### src/rtl/hdr_field_decode_if.sv
// ---------------------------------------------------------------------------
// hdr_field_decode_if
//   Bundles the packet-side signals of the cardinal-router header decoder.
//   slave  : seen by the decoder (takes pkt/in_valid, drives decode + route)
//   master : seen by whoever supplies flits and consumes the results
//
//   pkt        packet under decode (64 bits)
//   in_valid   pkt is a live flit to route this cycle
//   vc..payload  combinational header/payload slices of pkt
//   out_valid  registered route result valid
//   route      one-hot {PE,S,N,W,E}
//   pkt_next   pkt with the consumed hop decremented
// ---------------------------------------------------------------------------
interface hdr_field_decode_if;
    logic [63:0] pkt;
    logic        in_valid;

    logic        vc;
    logic        dx;
    logic        dy;
    logic [4:0]  rsv;
    logic [3:0]  hx;
    logic [3:0]  hy;
    logic [7:0]  srcx;
    logic [7:0]  srcy;
    logic [31:0] payload;

    logic        out_valid;
    logic [4:0]  route;
    logic [63:0] pkt_next;

    modport slave (
        input  pkt, in_valid,
        output vc, dx, dy, rsv, hx, hy, srcx, srcy, payload,
        output out_valid, route, pkt_next
    );

    modport master (
        output pkt, in_valid,
        input  vc, dx, dy, rsv, hx, hy, srcx, srcy, payload,
        input  out_valid, route, pkt_next
    );
endinterface

### src/rtl/hdr_field_decode.sv
// ---------------------------------------------------------------------------
// hdr_field_decode
//   Header field decoder for the cardinal-router 64-bit packet plus a single
//   registered XY route / hop-update stage.
//
//   Layout: [63] vc | [62] dx | [61] dy | [60:56] rsv | [55:52] hx |
//           [51:48] hy | [47:40] srcx | [39:32] srcy | [31:0] payload
//
//   Ports
//     clk    clock
//     reset  synchronous, active-high reset
//     bus    hdr_field_decode_if.slave
//              in : pkt, in_valid
//              out: vc, dx, dy, rsv, hx, hy, srcx, srcy, payload (zero latency)
//                   out_valid, route, pkt_next (one cycle after in_valid)
// ---------------------------------------------------------------------------
module hdr_field_decode #(
    parameter int PKT_W   = 64,
    parameter int HDR_LSB = 32
) (
    input  logic                clk,
    input  logic                reset,
    hdr_field_decode_if.slave   bus
);

    // One-hot route encodings, bit order {PE,S,N,W,E}
    localparam logic [4:0] ROUTE_E  = 5'b00001;
    localparam logic [4:0] ROUTE_W  = 5'b00010;
    localparam logic [4:0] ROUTE_N  = 5'b00100;
    localparam logic [4:0] ROUTE_S  = 5'b01000;
    localparam logic [4:0] ROUTE_PE = 5'b10000;

    logic [3:0]       hx;
    logic [3:0]       hy;

    logic             out_valid_d, out_valid_q;
    logic [4:0]       route_d,     route_q;
    logic [PKT_W-1:0] pkt_next_d,  pkt_next_q;

    assign hx = bus.pkt[55:52];
    assign hy = bus.pkt[51:48];

    // Pure field slicing; unaffected by reset or in_valid so debug/NIC logic
    // always sees the current packet.
    assign bus.vc      = bus.pkt[63];
    assign bus.dx      = bus.pkt[62];
    assign bus.dy      = bus.pkt[61];
    assign bus.rsv     = bus.pkt[60:56];
    assign bus.hx      = hx;
    assign bus.hy      = hy;
    assign bus.srcx    = bus.pkt[47:40];
    assign bus.srcy    = bus.pkt[39:32];
    assign bus.payload = bus.pkt[HDR_LSB-1:0];

    // XY dimension-order routing. X hops are consumed before Y hops; a zero
    // hop field is never decremented, so it cannot wrap to 4'hF. Without a
    // live flit the route and packet registers keep their previous contents.
    always_comb begin
        out_valid_d = bus.in_valid;
        route_d     = route_q;
        pkt_next_d  = pkt_next_q;
        if (bus.in_valid) begin
            pkt_next_d = bus.pkt;
            if (hx != 4'd0) begin
                route_d           = bus.pkt[62] ? ROUTE_W : ROUTE_E;
                pkt_next_d[55:52] = hx - 4'd1;
            end else if (hy != 4'd0) begin
                route_d           = bus.pkt[61] ? ROUTE_S : ROUTE_N;
                pkt_next_d[51:48] = hy - 4'd1;
            end else begin
                route_d = ROUTE_PE;
            end
        end
    end

    // Result registers; reset overrides any flit presented on the same edge
    // so an in-flight result is dropped.
    always_ff @(posedge clk) begin
        if (reset) begin
            out_valid_q <= 1'b0;
            route_q     <= 5'b0;
            pkt_next_q  <= '0;
        end else begin
            out_valid_q <= out_valid_d;
            route_q     <= route_d;
            pkt_next_q  <= pkt_next_d;
        end
    end

    assign bus.out_valid = out_valid_q;
    assign bus.route     = route_q;
    assign bus.pkt_next  = pkt_next_q;

endmodule

### src/flat_wrapper.sv
// flat-port wrapper written by rule: the top's interface ports become plain ports
module hdr_field_decode_flat 
#(
    parameter int PKT_W   = 64,
    parameter int HDR_LSB = 32
)
  (clk, reset, bus_pkt, bus_in_valid, bus_vc, bus_dx, bus_dy, bus_rsv, bus_hx, bus_hy, bus_srcx, bus_srcy, bus_payload, bus_out_valid, bus_route, bus_pkt_next);
  hdr_field_decode_if bus_i ();
  input  logic clk;
  input  logic reset;
  input wire logic [$bits(bus_i.pkt)-1:0] bus_pkt;
  input wire logic [$bits(bus_i.in_valid)-1:0] bus_in_valid;
  output wire logic [$bits(bus_i.vc)-1:0] bus_vc;
  output wire logic [$bits(bus_i.dx)-1:0] bus_dx;
  output wire logic [$bits(bus_i.dy)-1:0] bus_dy;
  output wire logic [$bits(bus_i.rsv)-1:0] bus_rsv;
  output wire logic [$bits(bus_i.hx)-1:0] bus_hx;
  output wire logic [$bits(bus_i.hy)-1:0] bus_hy;
  output wire logic [$bits(bus_i.srcx)-1:0] bus_srcx;
  output wire logic [$bits(bus_i.srcy)-1:0] bus_srcy;
  output wire logic [$bits(bus_i.payload)-1:0] bus_payload;
  output wire logic [$bits(bus_i.out_valid)-1:0] bus_out_valid;
  output wire logic [$bits(bus_i.route)-1:0] bus_route;
  output wire logic [$bits(bus_i.pkt_next)-1:0] bus_pkt_next;
  assign bus_i.pkt = bus_pkt;
  assign bus_i.in_valid = bus_in_valid;
  assign bus_vc = bus_i.vc;
  assign bus_dx = bus_i.dx;
  assign bus_dy = bus_i.dy;
  assign bus_rsv = bus_i.rsv;
  assign bus_hx = bus_i.hx;
  assign bus_hy = bus_i.hy;
  assign bus_srcx = bus_i.srcx;
  assign bus_srcy = bus_i.srcy;
  assign bus_payload = bus_i.payload;
  assign bus_out_valid = bus_i.out_valid;
  assign bus_route = bus_i.route;
  assign bus_pkt_next = bus_i.pkt_next;
  hdr_field_decode #(.PKT_W(PKT_W), .HDR_LSB(HDR_LSB)) u_core (.clk(clk), .reset(reset), .bus(bus_i));
endmodule
### config.mk
export PLATFORM = sky130hd
export DESIGN_NAME = hdr_field_decode_flat
export DESIGN_NICKNAME = d
export VERILOG_FILES = /design/src/rtl/hdr_field_decode_if.sv /design/src/rtl/hdr_field_decode.sv /design/src/flat_wrapper.sv
export SDC_FILE = /design/constraint.sdc
export NUM_CORES = 1
export LEC_CHECK = 0
export ABC_CLOCK_PERIOD_IN_PS = 3600
export BUFFER_PORTS_ARGS = -buffer_cell sky130_fd_sc_hd__buf_2
export CORE_MARGIN = 2
export CORE_UTILIZATION = 47
export CTS_BUF_LIST = sky130_fd_sc_hd__clkbuf_4
export DETAILED_ROUTE_END_ITERATION = 8
export HOLD_SLACK_MARGIN = 0.12
export PLACE_DENSITY_LB_ADDON = 0.2
export SETUP_SLACK_MARGIN = 0.02
export SLEW_MARGIN = 20
export SYNTH_ARGS = -nofsm -noshare
export SYNTH_HDL_FRONTEND = slang
export SYNTH_SLANG_ARGS = --single-unit
### constraint.sdc
create_clock -name clk -period 3.6 [get_ports clk]
set_clock_uncertainty 0.05 [all_clocks]
set_input_delay 0.18 -clock clk [delete_from_list [all_inputs] [get_ports clk]]
set_output_delay 0.18 -clock clk [all_outputs]
set_load 0.005 [all_outputs]
==> metrics.md <==
| Metric | Value |
|---|---|
| Fillers | `about 550` |
| Final net count | `~600` |
| I/O Buffers | `200` |
| DRT antenna net count | `0` |
| Cts bufs inserted | `9` |
| Core area | `around 0.0064 sq mm` |
| Final hold vios | `0` |
| First-pass GRT wire length | `between 10000 and 15000 um` |
| Slowest cell on crit path | `dlygate4sd3_1` |
| CP Max Fanout | `5` |
| Die height | `between 80 and 90 um` |
| Syn avg cell area | `9.58 sq um` |
| Sequential area share after synthesis | `44.9%` |
| Routed vias | `2802` |
| Multi-input logic area | `0.00114 sq mm` |
| FF+latch count, synth | `70` |
| Register Area | `~0.0014 sq mm` |
| Peak VDD IR | `0.237 mV` |
| Final instance area | `0.00439 sq mm` |
| CTS tree | `done` |
| Final-report setup violation count | `0` |
| Commonest non-fill, non-tap cell in the layout | `buf_2` |
| Req. time, crit path | `between 3 and 4 ns` |
| F_max | `550 MHz` |
| Area Growth Syn to Fin | `40.5%` |
| Setup TNS | `0 ns` |
| Reg2Reg Depth | `3` |
| Initial Utilization | `between 40% and 50%` |
| Commonest non-fill, non-tap cells in the layout | `buf_2 (199), dfxtp_1 (70), nor2_1 (66)` |
| Worst Hold Launch | `bus_pkt[52]` |
| Htree depth | `3` |
| Hold buffer count at cts | `slightly above 60` |
| LEAKAGE | `approximately 2.3 nW` |
| Post-Synthesis Cells | `roughly 330` |
| Remaining DRCs | `0` |
| Netlist cell types | `28` |
| Startpoint class of the critical path | `input port` |
| Gr usage total | `about a fifth` |
| Via/cell ratio | `~4.7` |
| Drt pass-1 iters | `4` |
| CTS resizes | `0` |
| Final slew viol count | `0` |
| Postcts setup bufs | `0` |
| RSZ-0062 raised after global routing | `no` |
| Post-Syn Nets | `just under 400` |
| Die area | `0.00732 sq mm` |
| Clk_lat worst skew | `roughly 0.40 ns` |
| PD cells | `350 mW/mm^2` |
| Tightest Pin Transition | `0.878 ns` |
| Reg clk slew, reported paths | `0.10 ns` |
| WL/cell | `between 10 and 15 um` |
| Total clock sinks | `70` |
| Crit share post-route | `between 50% and 60%` |
| Placer Congestion | `approximately 0.75` |
| Share of post-route cells with drive strength above 1 | `41.2%` |
| Clock period minus worst slack | `1.82 ns` |
| Worst r2r src | `u_core.bus.pkt_next[50]$_SDFFE_PP0P_` |
| Initial antenna violation count | `0` |
| Die Wd | `85.5 um` |
| Clock Path Buffers | `2` |
| Crit path kind | `in2reg` |
| Worst setup path startpoint | `bus_pkt[48]` |
| Crit. End Element | `flip-flop` |
| GR Overflow Total | `0` |
| Dpl cell area | `approximately 0.0037 sq mm` |
| Post-Synthesis Cell Area | `approximately 0.0031 sq mm` |
| R2R Setup Slk | `2.72 ns` |
| Yosys warning total | `0` |
| Crit-path max cell delay | `around 0.53 ns` |
| Largest net degree at the start of global routing | `66` |
| Final wirelength | `about 7700 um` |
| Antenna cells | `0` |
| Max-Cap Viols | `0` |
| CP arrival | `2.09 ns` |
| Vias in the first global route | `2625` |
| Row Count | `29` |
| Cell breakdown of the critical path | `dlygate4sd3_1 > buf_2 > inv_1 > ha_1 > or3b_1 > and2_1 > xnor2_1 > a211oi_2` |
| Io pins | `201` |
| Final HPWL DP | `4790 um` |
| Root buffer cell | `clkbuf_4` |
| Status | `finished clean` |
| Initial drt markers | `70` |
| Hold Path Stages | `4` |
| Worst Hold Class | `in2reg` |
| Max_slew headroom | `between 40% and 50%` |
[state kept, by name, indices dropped and copies added (netlist names)]
name and flops:
u_core.bus.out_valid 1, u_core.bus.pkt_next 64, u_core.bus.route 5
[where the power goes]
group          total (mW)  switching [mW]  internal [mW]
sequential          0.841          0.0212          0.819
clock               0.384           0.249          0.135
combinational       0.310           0.135          0.175
[synth_stat cells]
master / n / share of area, %
or3b_1: 2 / 0.56
nand2_1: 1 / 0.12
a21oi_1: 8 / 1.3
nor3_1: 2 / 0.32
nor4_1: 1 / 0.20
buf_4: 65 / 16
a31oi_1: 1 / 0.20
nand3b_1: 1 / 0.24
or3_1: 1 / 0.20
nor2_1: 66 / 7.9
nand2b_1: 4 / 0.80
a211oi_1: 2 / 0.48
o21ai_0: 2 / 0.32
ha_1: 2 / 0.80
xor2_1: 2 / 0.56
mux2i_1: 59 / 19
and2_1: 1 / 0.20
buf_2: 8 / 1.3
nor3b_4: 1 / 0.60
nand3_1: 4 / 0.64
inv_1: 6 / 0.72
a211oi_2: 1 / 0.40
clkbuf_1: 9 / 1.1
nor2b_1: 3 / 0.60
o32ai_1: 1 / 0.28
dfxtp_1: 70 / 45
xnor2_1: 2 / 0.56
o211ai_1: 1 / 0.24
[cells by family (layout without fill, tap and decap cells)]
group	after synthesis	count (layout)	share of synthesized area, %
AOI/OAI and AO/OA	16	16	3.20
and+or+nand+nor	87	87	12.4
buffers and inverters	88	284	18.7
xor gates and xnor gates	4	4	1.12
muxes	59	59	18.9
DFF	70	70	44.9
adders and majority gates	2	2	0.801
[layout make-up]
type	count	share of cell area, %
tap	77	2.19
clock buffer	10	1.71
clock inverter	4	0.371
timing repair buffer	264	37.3
sequential	70	31.9
inverter	6	0.513
multi-input combinational	168	25.9
[path summary, 6_finish.rpt]
check	to
setup / recovery	u_core.bus.pkt_next[48]$_SDFFE_PP0P_
hold / removal	u_core.bus.pkt_next[52]$_SDFFE_PP0P_
setup reg to reg	u_core.bus.pkt_next[50]$_SDFFE_PP0P_
hold reg to reg	u_core.bus.route[2]$_SDFFE_PP0P_
[layer usage]
layer | vias to the layer above | routed length [um] | global-route usage [%]
li1 | 1399 | - | -
met1 | 1260 | 2980 | 22.5
met2 | 124 | 3920 | 37.4
met3 | 19 | 622 | 4.91
met4 | 0 | 220 | 10.8
met5 | - | 0 | 0
[through the flow]
stage / hold slack [ns] / power [mW] / util [%] / worst slack (ns) / std cells
6_report: 0.146 / 1.53 / 68.7 / 1.78 / 599
5_1_grt: 0.161 / 1.62 / 68.7 / 1.69 / 599
4_1_cts: 0.124 / 1.54 / 68.7 / 1.79 / 599
2_1_floorplan: 0.277 / 1.02 / - / 2.10 / 326
3_3_place_gp: 0.377 / 1.11 / 57.6 / 1.85 / 523
3_5_place_dp: 0.388 / 1.11 / 57.6 / 1.79 / 523
[critical path: cells and delay by family]
kind | cells | cell delay, ns
and+or+nand+nor | 2 | 0.66
adders and majority gates | 1 | 0.16
xor gates and xnor gates | 1 | 0.15
AOI/OAI and AO/OA | 1 | 0.20
buffers and inverters | 3 | 0.74
Note: power is estimated with default switching activity, not from simulation.
